`src/rtl/bus_demux_pkg.sv`:
```
// Shared bus widths and router FSM encodings for the single-master command/response demux.
package bus_demux_pkg;
  localparam int MEMBUS_W  = 32;
  localparam int MEMADDR_W = 32;
  localparam int MASK_W    = 4;
  localparam int IDX_W     = 4;

  localparam logic [1:0] ENC_IDLE    = 2'd0;
  localparam logic [1:0] ENC_RD_WAIT = 2'd1;
  localparam logic [1:0] ENC_WR_WAIT = 2'd2;
  localparam logic [1:0] ENC_ERR_RSP = 2'd3;

  typedef enum logic [1:0] {
    ST_IDLE    = ENC_IDLE,
    ST_RD_WAIT = ENC_RD_WAIT,
    ST_WR_WAIT = ENC_WR_WAIT,
    ST_ERR_RSP = ENC_ERR_RSP
  } state_e;
endpackage

```
`src/rtl/bus_demux_dec.sv`:
```
// Address-field to slave-index decoder; flags whether the index names an existing slave.
module bus_demux_dec
  import bus_demux_pkg::*;
#(
  parameter int SLV_N = 4,
  parameter int FW    = 4
) (
  input  logic [FW-1:0]    i_field,
  output logic [IDX_W-1:0] o_idx,
  output logic             o_mapped
);
  localparam logic [IDX_W:0] SLV_N_L = (IDX_W+1)'(SLV_N);

  assign o_idx    = IDX_W'(i_field);
  assign o_mapped = ({1'b0, o_idx} < SLV_N_L);
endmodule

```
`src/rtl/bus_demux.sv`:
```
// One-outstanding command router: forwards to the addressed slave, returns read data,
// swallows write responses and answers unmapped accesses with an error.
module bus_demux
  import bus_demux_pkg::*;
#(
  parameter int SLV_N  = 4,
  parameter int AW     = MEMADDR_W,
  parameter int DW     = MEMBUS_W,
  parameter int SEL_HI = 31,
  parameter int SEL_LO = 28
) (
  input  logic                  clk,
  input  logic                  rst,
  input  logic [DW-1:0]         m_cmd_wdata,
  input  logic [AW-1:0]         m_cmd_addr,
  input  logic                  m_cmd_we,
  input  logic [MASK_W-1:0]     m_cmd_wem,
  input  logic                  m_cmd_valid,
  output logic                  m_cmd_ready,
  output logic [DW-1:0]         m_rsp_rdata,
  output logic                  m_rsp_valid,
  input  logic                  m_rsp_ready,
  output logic                  m_rsp_error,
  output logic                  wr_err_o,
  output logic [SLV_N*DW-1:0]   s_cmd_wdata,
  output logic [SLV_N*AW-1:0]   s_cmd_addr,
  output logic [SLV_N-1:0]      s_cmd_we,
  output logic [SLV_N*MASK_W-1:0] s_cmd_wem,
  output logic [SLV_N-1:0]      s_cmd_valid,
  input  logic [SLV_N-1:0]      s_cmd_ready,
  input  logic [SLV_N*DW-1:0]   s_rsp_rdata,
  input  logic [SLV_N-1:0]      s_rsp_valid,
  output logic [SLV_N-1:0]      s_rsp_ready,
  input  logic [SLV_N-1:0]      s_rsp_error
);
  localparam int FW = SEL_HI - SEL_LO + 1;

  state_e             r_state;
  logic [IDX_W-1:0]   r_sel;
  logic [IDX_W-1:0]   w_idx;
  logic               w_mapped;
  logic               w_sel_rsp_vld;
  logic               w_sel_rsp_err;
  logic               w_cmd_hs;

  bus_demux_dec #(
    .SLV_N (SLV_N),
    .FW    (FW)
  ) u_dec (
    .i_field  (m_cmd_addr[SEL_HI:SEL_LO]),
    .o_idx    (w_idx),
    .o_mapped (w_mapped)
  );

  // Command fields go to every slot; only the valid bit is steered.
  assign s_cmd_wdata = {SLV_N{m_cmd_wdata}};
  assign s_cmd_addr  = {SLV_N{m_cmd_addr}};
  assign s_cmd_we    = {SLV_N{m_cmd_we}};
  assign s_cmd_wem   = {SLV_N{m_cmd_wem}};

  assign w_cmd_hs = (r_state == ST_IDLE) && m_cmd_valid && m_cmd_ready;

  always_comb begin
    s_cmd_valid   = '0;
    m_cmd_ready   = 1'b0;
    s_rsp_ready   = '0;
    m_rsp_valid   = 1'b0;
    m_rsp_rdata   = '0;
    m_rsp_error   = 1'b0;
    w_sel_rsp_vld = 1'b0;
    w_sel_rsp_err = 1'b0;
    for (int i = 0; i < SLV_N; i++) begin
      if (r_sel == IDX_W'(i)) begin
        w_sel_rsp_vld = s_rsp_valid[i];
        w_sel_rsp_err = s_rsp_error[i];
      end
    end
    case (r_state)
      ST_IDLE: begin
        if (w_mapped) begin
          for (int i = 0; i < SLV_N; i++) begin
            if (w_idx == IDX_W'(i)) begin
              s_cmd_valid[i] = m_cmd_valid;
              m_cmd_ready    = s_cmd_ready[i];
            end
          end
        end else begin
          m_cmd_ready = 1'b1;
        end
      end
      ST_RD_WAIT: begin
        for (int i = 0; i < SLV_N; i++) begin
          if (r_sel == IDX_W'(i)) begin
            m_rsp_valid    = s_rsp_valid[i];
            m_rsp_rdata    = s_rsp_rdata[i*DW +: DW];
            m_rsp_error    = s_rsp_error[i];
            s_rsp_ready[i] = m_rsp_ready;
          end
        end
      end
      ST_WR_WAIT: begin
        for (int i = 0; i < SLV_N; i++) begin
          if (r_sel == IDX_W'(i)) s_rsp_ready[i] = 1'b1;
        end
      end
      ST_ERR_RSP: begin
        m_rsp_valid = 1'b1;
        m_rsp_error = 1'b1;
      end
      default: ;
    endcase
  end

  // Reset masks the pulse so a write presented during reset cannot flag an error.
  assign wr_err_o = !rst &&
                    ((w_cmd_hs && m_cmd_we && !w_mapped) ||
                     (r_state == ST_WR_WAIT && w_sel_rsp_vld && w_sel_rsp_err));

  always_ff @(posedge clk) begin
    if (rst) begin
      r_state <= ST_IDLE;
      r_sel   <= '0;
    end else begin
      case (r_state)
        ST_IDLE: begin
          if (w_cmd_hs) begin
            if (w_mapped) begin
              r_sel   <= w_idx;
              r_state <= m_cmd_we ? ST_WR_WAIT : ST_RD_WAIT;
            end else if (!m_cmd_we) begin
              r_state <= ST_ERR_RSP;
            end
          end
        end
        ST_RD_WAIT: if (m_rsp_valid && m_rsp_ready) r_state <= ST_IDLE;
        ST_WR_WAIT: if (w_sel_rsp_vld) r_state <= ST_IDLE;
        ST_ERR_RSP: if (m_rsp_ready) r_state <= ST_IDLE;
        default:    r_state <= ST_IDLE;
      endcase
    end
  end
endmodule

```
`config.mk`:
```
export PLATFORM = sky130hd
export DESIGN_NAME = bus_demux
export DESIGN_NICKNAME = d
export VERILOG_FILES = /design/src/rtl/bus_demux_pkg.sv /design/src/rtl/bus_demux_dec.sv /design/src/rtl/bus_demux.sv
export SDC_FILE = /design/constraint.sdc
export NUM_CORES = 1
export LEC_CHECK = 0
export BUFFER_PORTS_ARGS = -buffer_cell sky130_fd_sc_hd__buf_2
export CAP_MARGIN = 5
export CELL_PAD_IN_SITES_DETAIL_PLACEMENT = 1
export CELL_PAD_IN_SITES_GLOBAL_PLACEMENT = 1
export CORE_AREA = 2 2 208 210
export CTS_BUF_LIST = sky130_fd_sc_hd__clkbuf_4 sky130_fd_sc_hd__clkbuf_8
export DETAILED_ROUTE_END_ITERATION = 8
export DIE_AREA = 0 0 210 212
export PLACE_DENSITY = 0.52
export SLEW_MARGIN = 10
export SYNTH_ARGS = -nofsm -noshare
export SYNTH_HDL_FRONTEND = slang
export SYNTH_HIERARCHICAL = 1
export SYNTH_SLANG_ARGS = --single-unit
```
`constraint.sdc`:
```
create_clock -name clk -period 1.5 [get_ports clk]
set_clock_uncertainty 0.15 [all_clocks]
set_input_delay 0.15 -clock clk [delete_from_list [all_inputs] [get_ports clk]]
set_output_delay 0.15 -clock clk [all_outputs]
set_load 0.1 [all_outputs]
```
==> impl_metrics.yaml, run 1 <==
run_status:
  status: "finished, violations left"
  violations: "setup timing"
die:
  dieHeight_um: 212
  core_um2: 42500
  rows: 76
  fp.dieW_um: 210
  dieArea_um2: 44500
  start_util: 0.0873
  io_pins: 533
timing:
  tightest_slew_ps: 488
  rsz0062_at_grt: "yes"
  period_needed_ps: 2130
  setup_viol_count_final: 50
  slew-limit-headroom: 0.677
  layout_setup_ws_ps: -626
  hold_viol: 0
  finalMaxSlewViolations: 0
  max_freq_ghz: 0.470
  fin_crit_sh: 1.42
worst_setup_path:
  crit_path_start: "r_state[1]"
  worstPathArrival_ps: 1830
  worstPathRequired_ps: 1200
  critPathMaxFanout: 3
  path_class: "reg -> out"
  worstSetupStartpointType: "register"
  reg2reg_from: "r_sel[1]"
  cp-end-kind: "output port"
clock_network:
  cts_tree: "done"
  numCtsBuffers: 3
  insertion_delay_ps: 240
  htree_levels: 1
  clk_pin_slew_ps: 50
  clk_path_buf_depth: 2
  ctsRootBufferMaster: "clkbuf_8"
  clkSinkCount: 6
layout:
  final_core_util: 0.154
  fin_cells: 1060
  area.growth.synth_to_final_pct: 76.8
  final_nets: 730
  drive_above_1_share: 0.949
yosys:
  yosys-top-cells-area: "buf_4 (57%), mux2_2 (13%), o22ai_1 (5.4%), nor3_1 (4.0%), nor2_1 (3.7%)"
  synth_most_common_cell: "buf_4"
  syn_area_per_cell_um2: 7.37
  yosysTopAreaCell: "buf_4"
  synth.top_cell.area_share: 0.566
  ys_types: 43
  syn_inst: 504
  synthTopCellsByCount: "buf_4 (280), mux2_2 (42), nor2_1 (37), o22ai_1 (32), nor3_1 (30)"
  async_reset_ff_frac: 0
  ys_ff_latch: 6
  ys_seq_area_frac: 0.0324
  ys_warn_count: 6
  synth_fp_nets: 721
  synth.cell_area_um2: 3710
  synth_ff_type: "dfxtp_1"
  synth_edf_count: 0
global_route:
  overflow: 0
  grt_pass1_wl_mm: 23.3
  grt_max_degree: 23
  grt_pass1_vias: 3260
  grt_usage: 0.0731
  grtUsageMet3: 0.0312
  antenna_found_initial: 2
  busiest_layer: "met2"
  grtUsageMet1: 0.0664
  met2_usage: 0.140
detailed_routing:
  drt_first_pass_iters: 4
  detail-route-antenna-nets: 0
  drc: 0
  drt-total-wl_mm: 18.1
  routed-via-count: 3185
  wl_per_cell_um: 17.1
  viasPerCell: 3.00
  drt_first_iter_violations: 115
placement:
  dp.cells: 1015
  port_buffers: 212
  place_ws_ps: -453
  place_congestion: 0.662
  dpl.hpwl_mm: 14.4
min_path:
  min_path_type: "in -> reg"
  hold_start: "rst"
pwr:
  vdd_drop_max_v: 0.000202
  power_density_nw_per_um2: 492
  power.leakage_nw: 2.50
flow_run:
  max_cap_violations: 0
## layout by cell type (no fill, tap or decap), types with 4 or more instances in the layout
| cell type | Yosys | final |
|---|---|---|
| nand2_4 | 0 | 4 |
| mux2_4 | 0 | 20 |
| buf_6 | 0 | 15 |
| dfxtp_2 | 0 | 4 |
| nor2_4 | 1 | 19 |
| mux2_2 | 42 | 22 |
| buf_4 | 280 | 45 |
| o22ai_4 | 0 | 22 |
| inv_4 | 0 | 4 |
| buf_2 | 9 | 155 |
| buf_16 | 0 | 8 |
| o22ai_2 | 0 | 9 |
| buf_8 | 0 | 5 |
| nor3_4 | 0 | 29 |
| nor2_1 | 37 | 5 |
| nand2_8 | 0 | 5 |
| buf_12 | 0 | 70 |
| nor2_2 | 0 | 14 |
## per-layer routing
| layer | share of wire | up-vias |
|---|---|---|
| met1 | 0.31 | 1407 |
| met4 | 0.047 | 2 |
| met5 | 0.00072 | - |
| li1 | - | 1434 |
| met3 | 0.12 | 54 |
| met2 | 0.52 | 288 |
## logic make-up after synthesis
family          share of synthesized area
flops                              0.0324
mux                                 0.139
buf+inv                             0.593
simple gates                        0.126
fa+ha+maj                          0.0135
compound gates                     0.0971
## worst max-delay path: stages (launching register included)
cell     delay, ps
dfxtp_2        330
inv_4           60
ha_4           150
inv_4           40
or4_4          560
nor3b_4        240
buf_12         200
## power by group
part / internal, mW / switching [mW] / leakage [nW] / total (mW)
sequential: 0.170 / 0.0105 / 0.0521 / 0.180
clock: 0.202 / 0.0886 / 0.0262 / 0.291
combinational: 1.15 / 1.60 / 2.42 / 2.76
## repair_timing
action,CTS,global route
setup buffers,21,20
gates resized for setup,100,50
cloned,7,3
pin swaps,28,26
hold buffers,0,0
setup endpoints to repair,50,50
## area by class of cell
type,count,area (um^2)
Fill cell,4888,35900
Timing Repair Buffer,301,3050
Multi-Input combinational cell,195,2610
Tap cell,546,683
Sequential cell,6,133
Clock buffer,4,48.8
Inverter,6,32.5
Antenna cell,2,5.00
## path summary, 6_finish.rpt
check / cells after the start / slack, ps / to
worst max-delay path: 6 / -630 / s_cmd_valid[2]
worst min-delay path: 2 / 80 / r_sel[0]
worst max register to register: 6 / -240 / r_state[1]
worst min register to register: 1 / 340 / r_sel[2]
## state kept, by name (all words and copies together) (netlist names)
| signal | count |
|---|---|
| r_state | 2 |
| r_sel | 4 |
## metrics by stage
| stage | area (um^2) | total power, mW | TNS (ps) | hold slack, ps |
|---|---|---|---|---|
| after floorplan | 4750 | 4.96 | -18090 | 239 |
| after global placement | 5380 | 2.59 | -13310 | 152 |
| after global routing | 6560 | 3.39 | -25010 | 76.4 |
| after detailed placement | 5380 | 2.60 | -14550 | 152 |
| after CTS | 6150 | 3.25 | -23720 | 75.6 |
| final | 6560 | 3.23 | -20820 | 82.1 |
Power figures use the tool's default switching activity.
==> run 2: changes to the inputs <==
--- a/config.mk
+++ b/config.mk
@@ -14,6 +14,7 @@
 export DETAILED_ROUTE_END_ITERATION = 8
 export DIE_AREA = 0 0 210 212
 export PLACE_DENSITY = 0.52
+export RECOVER_POWER = 100
 export SLEW_MARGIN = 10
 export SYNTH_ARGS = -nofsm -noshare
 export SYNTH_HDL_FRONTEND = slang
==> run 2 against run 1 <==
  * The flow still finishes with violations (setup timing)
  * Sequential power hardly changed
  * Register-to-register slack hardly changed
  * Critical path type unchanged
  * Largest power group unchanged
  * Routed wire length hardly changed
  * Final cell count stayed put
  * Power is 1.4% lower
  * Global-route usage stayed put
  * Clock-buffer cell count stayed put
==> impl_metrics.yaml, run 2 (same netlist as run 1, synthesis figures left out) <==
detailed_routing:
  routed-via-count: 3175
  drt_first_iter_violations: 111
  drc: 0
  viasPerCell: 3.00
  drt_first_pass_iters: 4
  detail-route-antenna-nets: 0
  drt-total-wl_mm: 18.1
  wl_per_cell_um: 17.1
placement:
  port_buffers: 212
  place_congestion: 0.662
  dpl.hpwl_mm: 14.4
  placed_cell_area_um2: 5380
  dp.cells: 1015
layout:
  largest_reg_flops: 4
  final_common_cell: "buf_2"
  fin_cells: 1060
  final_cell_mix: "buf_2 (152), buf_12 (61), buf_4 (45)"
  top_register: "r_sel"
  final_nets: 730
  final_area_um2: 6440
  reg_top3: "r_sel (4), r_state (2)"
  drive_above_1_share: 0.947
  area.growth.synth_to_final_pct: 73.4
global_route:
  grt_usage: 0.0731
  grt_pass1_vias: 3260
  grt_max_degree: 23
  grt_pass1_wl_mm: 23.3
  antenna_found_initial: 2
  overflow: 0
timing:
  layout_setup_ws_ps: -625
  finalMaxSlewViolations: 0
  rsz0062_at_grt: "yes"
  max_freq_ghz: 0.471
  hold_viol: 0
  tightest_slew_ps: 564
  fin_crit_sh: 1.42
  fin_hold_ws_ps: 82.0
  setup_viol_count_final: 50
  period_needed_ps: 2120
  slew-limit-headroom: 0.625
worst_setup_path:
  cp-end-kind: "output port"
  worstPathRequired_ps: 1200
  path_class: "reg -> out"
  critPathMaxFanout: 3
  worstPathArrival_ps: 1820
  worstSetupStartpointType: "register"
clock_network:
  numCtsBuffers: 3
  ctsRootBufferMaster: "clkbuf_8"
  clk_path_buf_depth: 2
  cts_tree: "done"
  clkSinkCount: 6
  clk_pin_slew_ps: 50
  insertion_delay_ps: 240
  htree_levels: 1
die:
  dieHeight_um: 212
  core_um2: 42500
  rows: 76
  dieArea_um2: 44500
  fp.dieW_um: 210
  start_util: 0.0873
  io_pins: 533
min_path:
  min_path_type: "in -> reg"
pwr:
  vdd_drop_max_v: 0.000202
  power.leakage_nw: 2.46
  power_density_nw_per_um2: 495
flow_run:
  max_cap_violations: 0
run_status:
  status: "finished, violations left"
  violations: "setup timing"
[run 2: repair_timing]
| action | CTS | global route |
|---|---|---|
| hold buffers | 0 | 0 |
| setup endpoints to repair | 50 | 50 |
| setup buffers | 21 | 20 |
| pin swaps | 28 | 26 |
| gates cloned | 7 | 3 |
| gates resized for setup | 100 | 50 |
[run 2: cell type report]
type,instances,area [um^2]
Tap cell,546,683
Clock buffer,4,48.8
Antenna cell,2,5.00
Timing Repair Buffer,301,2930
Fill cell,4902,36100
Inverter,6,32.5
Multi-Input combinational cell,195,2610
Sequential cell,6,133
[run 2: per-layer routing]
metal	track usage	vias to the layer above	wire [um]
li1	-	1434	-
met1	0.0664	1396	5660
met2	0.140	289	9440
met3	0.0312	54	2130
met4	0.0333	2	848
met5	0	-	13
[run 2: where the power goes]
| group | switching (mW) | total [mW] | internal [mW] |
|---|---|---|---|
| registers | 0.0105 | 0.180 | 0.170 |
| clock network | 0.0886 | 0.291 | 0.202 |
| logic | 1.60 | 2.71 | 1.12 |
[run 2: metrics by stage]
stage	total power, mW	setup WS, ps	setup TNS, ps	util
final	3.18	-625	-20800	0.151
after floorplan	4.96	-790	-18090	-
after global placement	2.59	-458	-13310	0.127
after global routing	3.34	-700	-25010	0.151
after detailed placement	2.60	-453	-14550	0.127
after CTS	3.25	-648	-23720	0.145
[run 2: critical path, cell delays in order, from the launching register on]
cell and delay, ps:
dfxtp_2 330, inv_4 60, ha_4 150, inv_4 40, or4_4 560, nor3b_4 240
buf_12 200
[run 2: final timing paths]
kind	depth (start not counted)	end	startpoint	slack, ps
setup reg to reg	6	r_state[1]	r_sel[1]	-240
setup / recovery	6	s_cmd_valid[2]	r_state[1]	-620
hold / removal	2	r_sel[0]	rst	80
hold reg to reg	1	r_sel[2]	r_sel[2]	340
==> run 3: changes to the inputs <==
==> constraint.sdc (replaced) <==
create_clock -name clk -period 1.8 [get_ports clk]
set_clock_uncertainty 0.15 [all_clocks]
set_input_delay 0.18 -clock clk [delete_from_list [all_inputs] [get_ports clk]]
set_output_delay 0.18 -clock clk [all_outputs]
set_load 0.1 [all_outputs]
==> run 3 against run 2 <==
  * The flow still finishes with violations (setup timing)
  * Combinational power is 19% lower
  * Sequential cell count unchanged
  * Hold slack gained 52 ps
  * Clock-buffer cell count is the same
  * Sequential share of layout area hardly changed
  * Critical path depth is 1 higher
  * Routed wire length increased by 3.7%
  * First-iteration DRC count shrank 13%
  * Non-clock buffer count fell by 8
  * Register-to-register slack improved by 180 ps
  * Critical path type unchanged
  * Highest routed layer unchanged
==> impl_metrics.yaml, run 3 (same netlist as run 1, synthesis figures left out) <==
worst_setup_path:
  worstPathRequired_ps: 1470
  ff2ff_path_depth: 7
  worstPathArrival_ps: 1760
  crit_path_start: "r_state[1]"
  critPathTopFamily: "simple AND/OR/NAND/NOR gates"
  cpPeakStageDelay_ps: 520
  cp-end-kind: "output port"
  crit_path_top_delay_cell: "or4_4"
  critPathMostFrequentCell: "inv_2"
  crit_chain: "inv_4 -> ha_4 -> inv_2 -> or4_4 -> inv_2 -> and3_4 -> buf_12"
  rr_endpoint: "r_state[1]"
  worstSetupStartpointType: "register"
  reg2reg_from: "r_sel[0]"
  path_class: "reg -> out"
  rrSetupSlack_ps: -60
  path_buf_inv: 4
  critPathMaxFanout: 3
global_route:
  grt_max_degree: 20
  grt_usage: 0.0756
  busiest_layer: "met2"
  overflow: 0
  grtUsageMet1: 0.0774
  antenna_found_initial: 7
  grtUsageMet3: 0.0241
  grt_pass1_vias: 3488
  grt_pass1_wl_mm: 24.3
  met2_usage: 0.142
timing:
  layout_setup_ws_ps: -292
  rsz0062_at_grt: "yes"
  slew-limit-headroom: 0.220
  max_freq_ghz: 0.478
  tightest_slew_ps: 1180
  fin_hold_ws_ps: 134
  fin_crit_sh: 1.16
  finalMaxSlewViolations: 0
  setup_viol_count_final: 44
  hold_viol: 0
  period_needed_ps: 2090
detailed_routing:
  viasPerCell: 3.13
  detail-route-antenna-nets: 0
  drt_first_pass_iters: 4
  drt_first_iter_violations: 97
  wl_per_cell_um: 17.8
  drt-total-wl_mm: 18.8
  routed-via-count: 3293
  drc: 0
pwr:
  combPwrFrac: 0.850
  clockPowerShare: 0.091
  switching_share: 0.537
  p_switching_mw: 1.39
  power.leakage_nw: 2.39
  vdd_drop_max_v: 0.000291
  internal_power_mw: 1.20
  power_density_nw_per_um2: 410
  seqPwrFrac: 0.058
placement:
  dpl.hpwl_mm: 13.6
  place_congestion: 0.703
  port_buffers: 212
  placed_cell_area_um2: 5030
  dp.cells: 1005
  place_ws_ps: -113
die:
  rows: 76
  start_util: 0.0873
  fp.dieW_um: 210
  io_pins: 533
  dieArea_um2: 44500
  core_um2: 42500
  dieHeight_um: 212
clock_network:
  clk_pin_slew_ps: 40
  numCtsBuffers: 3
  htree_levels: 1
  cts_tree: "done"
  clkSinkCount: 6
  insertion_delay_ps: 230
  ctsRootBufferMaster: "clkbuf_8"
  clk_path_buf_depth: 2
layout:
  fin_cells: 1053
  final_area_um2: 6310
  final_common_cell: "buf_2"
  drive_above_1_share: 0.923
  reg_top3: "r_sel (4), r_state (2)"
  largest_reg_flops: 4
  area.growth.synth_to_final_pct: 70.0
  final_nets: 722
  top_register: "r_sel"
  final_core_util: 0.148
  final_cell_mix: "buf_2 (149), buf_12 (56), mux2_4 (32)"
min_path:
  min_to: "r_sel[0]"
  min_path_type: "in -> reg"
  hold_start: "rst"
  whs_path_depth: 2
run_status:
  violations: "setup timing"
  status: "finished, violations left"
flow_run:
  max_cap_violations: 0
run 3: changes by cell type in the layout (fill, tap and decap cells not counted), moves of 4 or more:
cell and change:
mux2_2 -12, buf_12 -5, o22ai_2 -7, clkbuf_1 +9, buf_6 +8, o22ai_4 +8, buf_4 -15, nand2_2 +4
mux2_4 +12
run 3: power groups by stage:
| stage | Combinational, mW | Sequential [mW] | Clock [mW] |
|---|---|---|---|
| 2_1_floorplan | 3.96 | 0.157 | 0 |
| 3_3_place_gp | 1.90 | 0.153 | 0 |
| 3_5_place_dp | 1.92 | 0.155 | 0 |
| 4_1_cts | 2.16 | 0.150 | 0.250 |
| 5_1_grt | 2.30 | 0.151 | 0.253 |
| 6_report | 2.20 | 0.150 | 0.236 |
run 3: per-layer routing:
metal | up-vias | wire length, um
met1 | 1530 | 6700
met3 | 84 | 1620
li1 | 1421 | -
met5 | - | 12
met4 | 2 | 681
met2 | 256 | 9740
run 3: worst max-delay path by stage:
stage	end	slack, ps	depth (start not counted)
6_report	s_cmd_valid[3]	-290	7
3_3_place_gp	s_cmd_valid[1]	-90	8
3_5_place_dp	s_cmd_valid[1]	-110	8
5_1_grt	s_cmd_valid[1]	-350	8
4_1_cts	s_cmd_valid[3]	-310	7
2_1_floorplan	s_cmd_valid[2]	-520	5
run 3: final cells by class:
class | instances | area (um^2)
fill | 4916 | 36200
timing repair buffer | 293 | 2800
multi-input combinational | 195 | 2610
tap | 546 | 683
sequential | 6 | 133
clock buffer | 4 | 48.8
inverter | 6 | 25.0
antenna | 3 | 7.51
run 3: per-stage QoR:
stage	setup TNS [ps]	total power, mW
finish	-7350	2.59
global route	-10140	2.70
CTS	-7540	2.56
detailed placement	-1320	2.07
global placement	-871	2.06
floorplan	-7480	4.12
run 3: timing repair:
item                                    in CTS  in global routing
hold buffers                                 0                  0
gates resized for setup                    123                 56
gates cloned                                 7                  5
pin swaps                                   27                 38
buffers inserted                            22                 12
endpoints found under the setup margin      45                 46
